File: config.mk
export PLATFORM = sky130hd
export DESIGN_NAME = bp_cce_resource_arbiter
export DESIGN_NICKNAME = d
export VERILOG_FILES = /design/src/rtl/bp_cce_pkg.sv /design/src/rtl/bp_cce_arb_starve_ctr.sv /design/src/rtl/bp_cce_resource_arbiter.sv
export SDC_FILE = /design/constraint.sdc
export NUM_CORES = 1
export LEC_CHECK = 0
export CAP_MARGIN = 40
export CELL_PAD_IN_SITES_DETAIL_PLACEMENT = 0
export CELL_PAD_IN_SITES_GLOBAL_PLACEMENT = 1
export CORE_ASPECT_RATIO = 2
export CORE_MARGIN = 2
export CORE_UTILIZATION = 27
export CTS_CLUSTER_SIZE = 28
export DETAILED_ROUTE_END_ITERATION = 7
export PLACE_DENSITY_LB_ADDON = 0.1
export SYNTH_ARGS = -nofsm -noshare
export SYNTH_HDL_FRONTEND = slang
export SYNTH_SLANG_ARGS = --single-unit
File: constraint.sdc
create_clock -name clk_i -period 2.5 [get_ports clk_i]
set_clock_uncertainty 0.05 [all_clocks]
set_input_delay 0.25 -clock clk_i [delete_from_list [all_inputs] [get_ports clk_i]]
set_output_delay 0.25 -clock clk_i [all_outputs]
set_load 0.01 [all_outputs]
File: src/rtl/bp_cce_pkg.sv
`default_nettype none
// ============================================================================
// Module   : bp_cce_pkg
// Purpose  : Shared types and constants for the CCE resource arbiter.
// Revision : 1.0 - initial release
// ============================================================================
package bp_cce_pkg;

    typedef enum logic {
        e_arb_rr    = 1'b0,
        e_arb_fixed = 1'b1
    } bp_cce_arb_mode_e;

    localparam int c_starve_limit_default = 8;

    // clog2 that never yields a zero-width vector
    function automatic int safe_clog2(input int n);
        return (n > 1) ? $clog2(n) : 1;
    endfunction

endpackage
`default_nettype wire

File: src/rtl/bp_cce_arb_starve_ctr.sv
`default_nettype none
// ============================================================================
// Module   : bp_cce_arb_starve_ctr
// Purpose  : Saturating lost-arbitration counter with escalated flag.
// Revision : 1.0 - initial release
// ============================================================================
module bp_cce_arb_starve_ctr
    import bp_cce_pkg::*;
#(
    parameter int starve_limit_p = c_starve_limit_default
)(
    input  logic clk_i,
    input  logic reset_n_i,
    input  logic en_i,
    input  logic req_v_i,
    input  logic win_i,
    output logic escalated_o
);

    localparam int c_cnt_w = safe_clog2(starve_limit_p + 1);
    localparam logic [c_cnt_w-1:0] c_limit = c_cnt_w'(starve_limit_p);

    logic [c_cnt_w-1:0] r_cnt;

    always_ff @(posedge clk_i or negedge reset_n_i) begin
        if (!reset_n_i) begin
            r_cnt <= '0;
        end else if (en_i) begin
            if (!req_v_i || win_i) begin
                r_cnt <= '0;
            end else if (r_cnt != c_limit) begin
                r_cnt <= r_cnt + 1'b1;
            end
        end
    end

    assign escalated_o = (r_cnt == c_limit);

endmodule
`default_nettype wire

File: src/rtl/bp_cce_resource_arbiter.sv
`default_nettype none
// ============================================================================
// Module   : bp_cce_resource_arbiter
// Purpose  : N-way round-robin/fixed arbiter with starvation escalation and a
//            registered output stage. Optional grant lock: BP_CCE_ARB_LOCK_EN.
// Revision : 1.0 - initial release
// ============================================================================
module bp_cce_resource_arbiter
    import bp_cce_pkg::*;
#(
    parameter  int num_req_p      = 2,
    parameter  int data_width_p   = 64,
    parameter  int fixed_prio_p   = 0,
    parameter  int starve_limit_p = c_starve_limit_default,
    localparam int id_width_lp    = safe_clog2(num_req_p)
)(
    input  logic                              clk_i,
    input  logic                              reset_n_i,
    input  logic [num_req_p-1:0]              req_v_i,
    input  logic [num_req_p*data_width_p-1:0] req_data_i,
    input  logic [num_req_p-1:0]              req_lock_i,
    output logic [num_req_p-1:0]              req_ready_o,
    output logic                              v_o,
    output logic [data_width_p-1:0]           data_o,
    output logic [id_width_lp-1:0]            grant_id_o,
    input  logic                              ready_i,
    output logic                              starve_o
);

    localparam bp_cce_arb_mode_e c_mode = (fixed_prio_p != 0) ? e_arb_fixed : e_arb_rr;

    logic                    w_accept;
    logic                    w_fire;
    logic                    w_found;
    logic [id_width_lp-1:0]  w_winner;
    logic [id_width_lp-1:0]  w_rr_next;
    logic [num_req_p-1:0]    w_cand;
    logic [num_req_p-1:0]    w_grant;
    logic [num_req_p-1:0]    w_escalated;
    logic [num_req_p-1:0]    w_frozen;
    logic [num_req_p-1:0]    w_ctr_en;
    logic [data_width_p-1:0] w_win_data;
    logic [id_width_lp-1:0]  r_rr_ptr;

`ifdef BP_CCE_ARB_LOCK_EN
    logic                   r_lock_v;
    logic [id_width_lp-1:0] r_lock_id;

    // While locked only the owner is a candidate; everyone else is frozen
    always_comb begin
        w_cand   = req_v_i;
        w_frozen = '0;
        if (r_lock_v) begin
            w_cand            = '0;
            w_cand[r_lock_id] = req_v_i[r_lock_id];
            w_frozen          = '1;
            w_frozen[r_lock_id] = 1'b0;
        end
    end

    always_ff @(posedge clk_i or negedge reset_n_i) begin
        if (!reset_n_i) begin
            r_lock_v  <= 1'b0;
            r_lock_id <= '0;
        end else if (w_fire) begin
            r_lock_v  <= req_lock_i[w_winner];
            r_lock_id <= w_winner;
        end
    end
`else
    logic w_unused_lock;
    assign w_unused_lock = ^req_lock_i;
    assign w_cand        = req_v_i;
    assign w_frozen      = '0;
`endif

    assign w_accept = ~v_o | ready_i;

    always_comb begin
        w_found  = 1'b0;
        w_winner = '0;
        for (int i = 0; i < num_req_p; i++) begin
            if (!w_found && w_cand[i] && w_escalated[i]) begin
                w_found  = 1'b1;
                w_winner = id_width_lp'(i);
            end
        end
        if (!w_found) begin
            if (c_mode == e_arb_fixed) begin
                for (int i = 0; i < num_req_p; i++) begin
                    if (!w_found && w_cand[i]) begin
                        w_found  = 1'b1;
                        w_winner = id_width_lp'(i);
                    end
                end
            end else begin
                // Scan starting at the rr pointer, wrapping past the top index
                for (int k = 0; k < num_req_p; k++) begin
                    if (!w_found && w_cand[(int'(r_rr_ptr) + k) % num_req_p]) begin
                        w_found  = 1'b1;
                        w_winner = id_width_lp'((int'(r_rr_ptr) + k) % num_req_p);
                    end
                end
            end
        end
    end

    always_comb begin
        w_grant    = '0;
        w_win_data = '0;
        if (w_found) begin
            w_grant[w_winner] = 1'b1;
        end
        for (int i = 0; i < num_req_p; i++) begin
            if (w_grant[i]) begin
                w_win_data = req_data_i[i*data_width_p +: data_width_p];
            end
        end
    end

    assign w_fire      = w_accept & w_found;
    assign req_ready_o = w_accept ? w_grant : '0;
    assign w_rr_next   = id_width_lp'((int'(w_winner) + 1) % num_req_p);
    assign w_ctr_en    = w_fire ? ~w_frozen : '0;
    assign starve_o    = |w_escalated;

    for (genvar g = 0; g < num_req_p; g++) begin : g_starve
        bp_cce_arb_starve_ctr #(
            .starve_limit_p (starve_limit_p)
        ) u_ctr (
            .clk_i       (clk_i),
            .reset_n_i   (reset_n_i),
            .en_i        (w_ctr_en[g]),
            .req_v_i     (req_v_i[g]),
            .win_i       (w_grant[g]),
            .escalated_o (w_escalated[g])
        );
    end

    always_ff @(posedge clk_i or negedge reset_n_i) begin
        if (!reset_n_i) begin
            v_o        <= 1'b0;
            data_o     <= '0;
            grant_id_o <= '0;
            r_rr_ptr   <= '0;
        end else if (w_fire) begin
            v_o        <= 1'b1;
            data_o     <= w_win_data;
            grant_id_o <= w_winner;
            r_rr_ptr   <= w_rr_next;
        end else begin
            v_o        <= v_o & ~ready_i;
        end
    end

endmodule
`default_nettype wire
==> summary.txt <==
Status -> finished, final reports clean
1st-iter DRT viols -> 179
Wirelength per Cell -> 16.50 µm
Relative slew slack -> 62.66%
Worst skew pair latency -> 330 ps
First-pass GRT wire length -> 20120 µm
Total GRT Usage -> 17.68%
H-tree depth -> 3
Count of buffers from port buffering -> 201
Post-Synthesis Cells -> 418
Num rows -> 60
Fin. max-slew vios -> 0
Reg power frac -> 35.8%
Post-Synth XOR/XNOR Area -> 0%
Num CTS Buffers -> 9
Ys Warns -> 0
Final setup violation count -> 0
Die Span Y -> 168.9 µm
Most common cell after layout, fill and taps aside -> clkdlybuf4s50_1
Critical-path cell list -> inv_1 > ha_1 > and3b_4 > o311ai_4 > nor2_4 > clkdlybuf4s50_1
Post-synthesis mux area share -> 0.2728%
# Max-Cap Violations -> 0
HPWL Detailed -> 8928 µm
Largest family of logic cells by synthesized area -> compound AO/OA/AOI/OAI gates
RSZ-0062 raised after global routing -> no
RD Place Congestion -> 0.7612
Synthesized area per cell -> 8.779 µm²
DRC -> 0
Fill cells -> 1315
Hold Crit Class -> input port to flop
Antenna-violating nets left -> 0
Commonest non-fill, non-tap cells in the layout -> 199 x clkdlybuf4s50_1, 101 x a21oi_1, 75 x dfrtp_1
Leak -> 2.512 nW
CTS tree -> done
IO Count -> 204
Register area -> 0.001877 mm²
Vias per Instance -> 4.827
Die X -> 86.44 µm
Synth Area in Compound Gates -> 23.97%
Vias in the first global route -> 3993
Via count -> 3731
Post-Route WL -> 12760 µm
Post-Synth Simple-Gate Area -> 17.49%
CP max FO -> 3
Largest net degree at the start of global routing -> 66
Pint -> 3.057 mW
First drt pass iteration count -> 4
Diode count -> 0
Adder-cell share of the synthesized area -> 1.364%
CTS sink count -> 75
Final #Nets -> 752
Clock share of power -> 36.1%
Multi-input gate area -> 0.001615 mm²
CP Launch Type -> flop
CP endpoint kind -> output pin
Register area share after synthesis -> 51.14%
Clk slew on worst S/H paths -> 60 ps
Yosys cell types -> 32
Post-synth net total -> 557
Largest vdd supply drop -> 0.0003215 V
Initial antenna violation count -> 0
Post-layout min period -> 2405 ps
Worst-Margin Slew -> 560.1 ps
Data required time of the critical path -> 2200 ps
Final hold violations -> 0
Worst hold slack -> 401.9 ps
Grt ovf -> 0
Share of layout cells above drive strength 1 -> 10.03%
PD cells -> 678.0 mW/mm²
Psw -> 1.146 mW
Crit-path slowest cell -> clkdlybuf4s50_1
Sw Share -> 27.27%
Post-synthesis instance area -> 0.003670 mm²
Initial Utilization -> 27.46%
Max Freq -> 415.8 MHz
Critical Path AT -> 2100 ps
Root Buffer -> clkbuf_16
Logic pwr share -> 28.2%
Total die area -> 0.01460 mm²
Clock buffer depth -> 2
Fin crit share -> 96.20%
Critical path type -> flop to output pin
Area growth syn-to-layout -> 68.94%
Core area -> 0.01336 mm²
Critical Path Max Stage Delay -> 490 ps
DP Cell Count -> 755
FF+latch count, synth -> 75
Final cell count without fillers -> 773
[worst paths after layout]
kind | startpoint | cells past startpoint | slack (ps) | to
max | g_starve[1].u_ctr.r_cnt[0] | 6 | 100 | req_ready_o[1]
max in group asynchronous | reset_n_i | 3 | 1400 | data_o[48]
min | req_data_i[19] | 3 | 400 | data_o[19]
max reg2reg | g_starve[1].u_ctr.r_cnt[0] | 7 | 460 | g_starve[1].u_ctr.r_cnt[3]
min reg2reg | grant_id_o | 1 | 430 | grant_id_o
min in group asynchronous | reset_n_i | 2 | 410 | data_o[57]
[worst max-delay path, delay by kind of cell, from the launching register on]
| family | cells | cell delay [ps] |
|---|---|---|
| DFF | 1 | 370 |
| and+or+nand+nor | 2 | 290 |
| buffers and inverters | 2 | 570 |
| adders and majority gates | 1 | 220 |
| AOI/OAI and AO/OA | 1 | 320 |
[per-layer routing]
metal | GRT usage (%) | share of wire, % | vias to the layer above
li1 | - | - | 1795
met1 | 18.44 | 36 | 1775
met2 | 32.47 | 54 | 142
met3 | 4.778 | 7.0 | 19
met4 | 7.269 | 2.9 | 0
met5 | 0 | 0 | -
[layout make-up]
type	instances	share of cell area, %
multi-input cells	309	26.05
repair buffers	213	34.69
clock buffers	12	3.976
clock inverters	4	1.574
inverters	5	0.3027
flip-flops and latches	75	30.27
well taps	155	3.128
[stage by stage]
step	setup slack [ps]	TNS, ps	total power, mW	util [%]	area, µm²
after global placement	205.8	0	2.706	43.64	5832
after detailed placement	153.4	0	2.730	43.64	5832
after CTS	-10.94	-10.94	4.275	46.30	6187
final	95.11	0	4.204	46.40	6200
after floorplan	708.3	0	2.003	-	3670
after global routing	4.443	0	4.438	46.40	6200
[timing repair]
action | CTS | global route
buffers inserted | 0 | 1
endpoints found under the setup margin | 2 | 1
gates resized for setup | 2 | 1
hold buffers | 1 | 0
hold endpoints to repair | 39 | 0
[logic make-up (layout without fill, tap and decap cells)]
| family | after synthesis | after routing |
|---|---|---|
| buf+inv | 34 | 234 |
| fa+ha+maj | 4 | 4 |
| compound gates | 145 | 145 |
| flops | 75 | 75 |
| mux | 1 | 1 |
| simple gates | 159 | 159 |
[power groups by stage]
stage / clock network (mW) / registers, mW / logic (mW)
floorplan: 0 / 1.60 / 0.401
global placement: 0 / 1.51 / 1.19
detailed placement: 0 / 1.52 / 1.21
CTS: 1.56 / 1.50 / 1.21
global route: 1.61 / 1.53 / 1.30
finish: 1.52 / 1.50 / 1.18
[synth_stat cells]
master | n | area [µm²]
clkbuf_2 | 1 | 5.000
a21oi_2 | 30 | 262.8
nor4_1 | 2 | 12.51
nor2b_1 | 3 | 18.77
o21ai_2 | 1 | 8.760
o21ai_0 | 4 | 20.02
mux2i_1 | 1 | 10.01
a21oi_1 | 101 | 505.5
inv_1 | 5 | 18.77
buf_2 | 3 | 15.01
or3_1 | 1 | 6.260
ha_1 | 4 | 50.05
o22ai_1 | 3 | 18.77
o311a_1 | 1 | 10.01
o21ai_1 | 1 | 5.000
nand2b_1 | 1 | 6.260
and3b_4 | 1 | 12.51
nand4b_1 | 1 | 8.760
nor3_1 | 1 | 5.000
nand3b_1 | 2 | 15.01
buf_1 | 3 | 11.26
o311ai_4 | 1 | 26.28
a31oi_1 | 1 | 6.260
nand3_1 | 4 | 20.02
dfrtp_1 | 75 | 1877
nor2_1 | 71 | 266.5
o2111ai_1 | 1 | 8.760
buf_6 | 10 | 112.6
a21o_1 | 1 | 7.510
nand2_1 | 72 | 270.3
buf_4 | 1 | 7.510
clkbuf_1 | 11 | 41.29
[registers in the layout, summed over array words and instances, names as in the netlist]
register              flops
data_o                   64
grant_id_o                1
r_rr_ptr                  1
g_starve.u_ctr.r_cnt      8
v_o                       1
No activity file was read; power rests on OpenSTA's default activity.
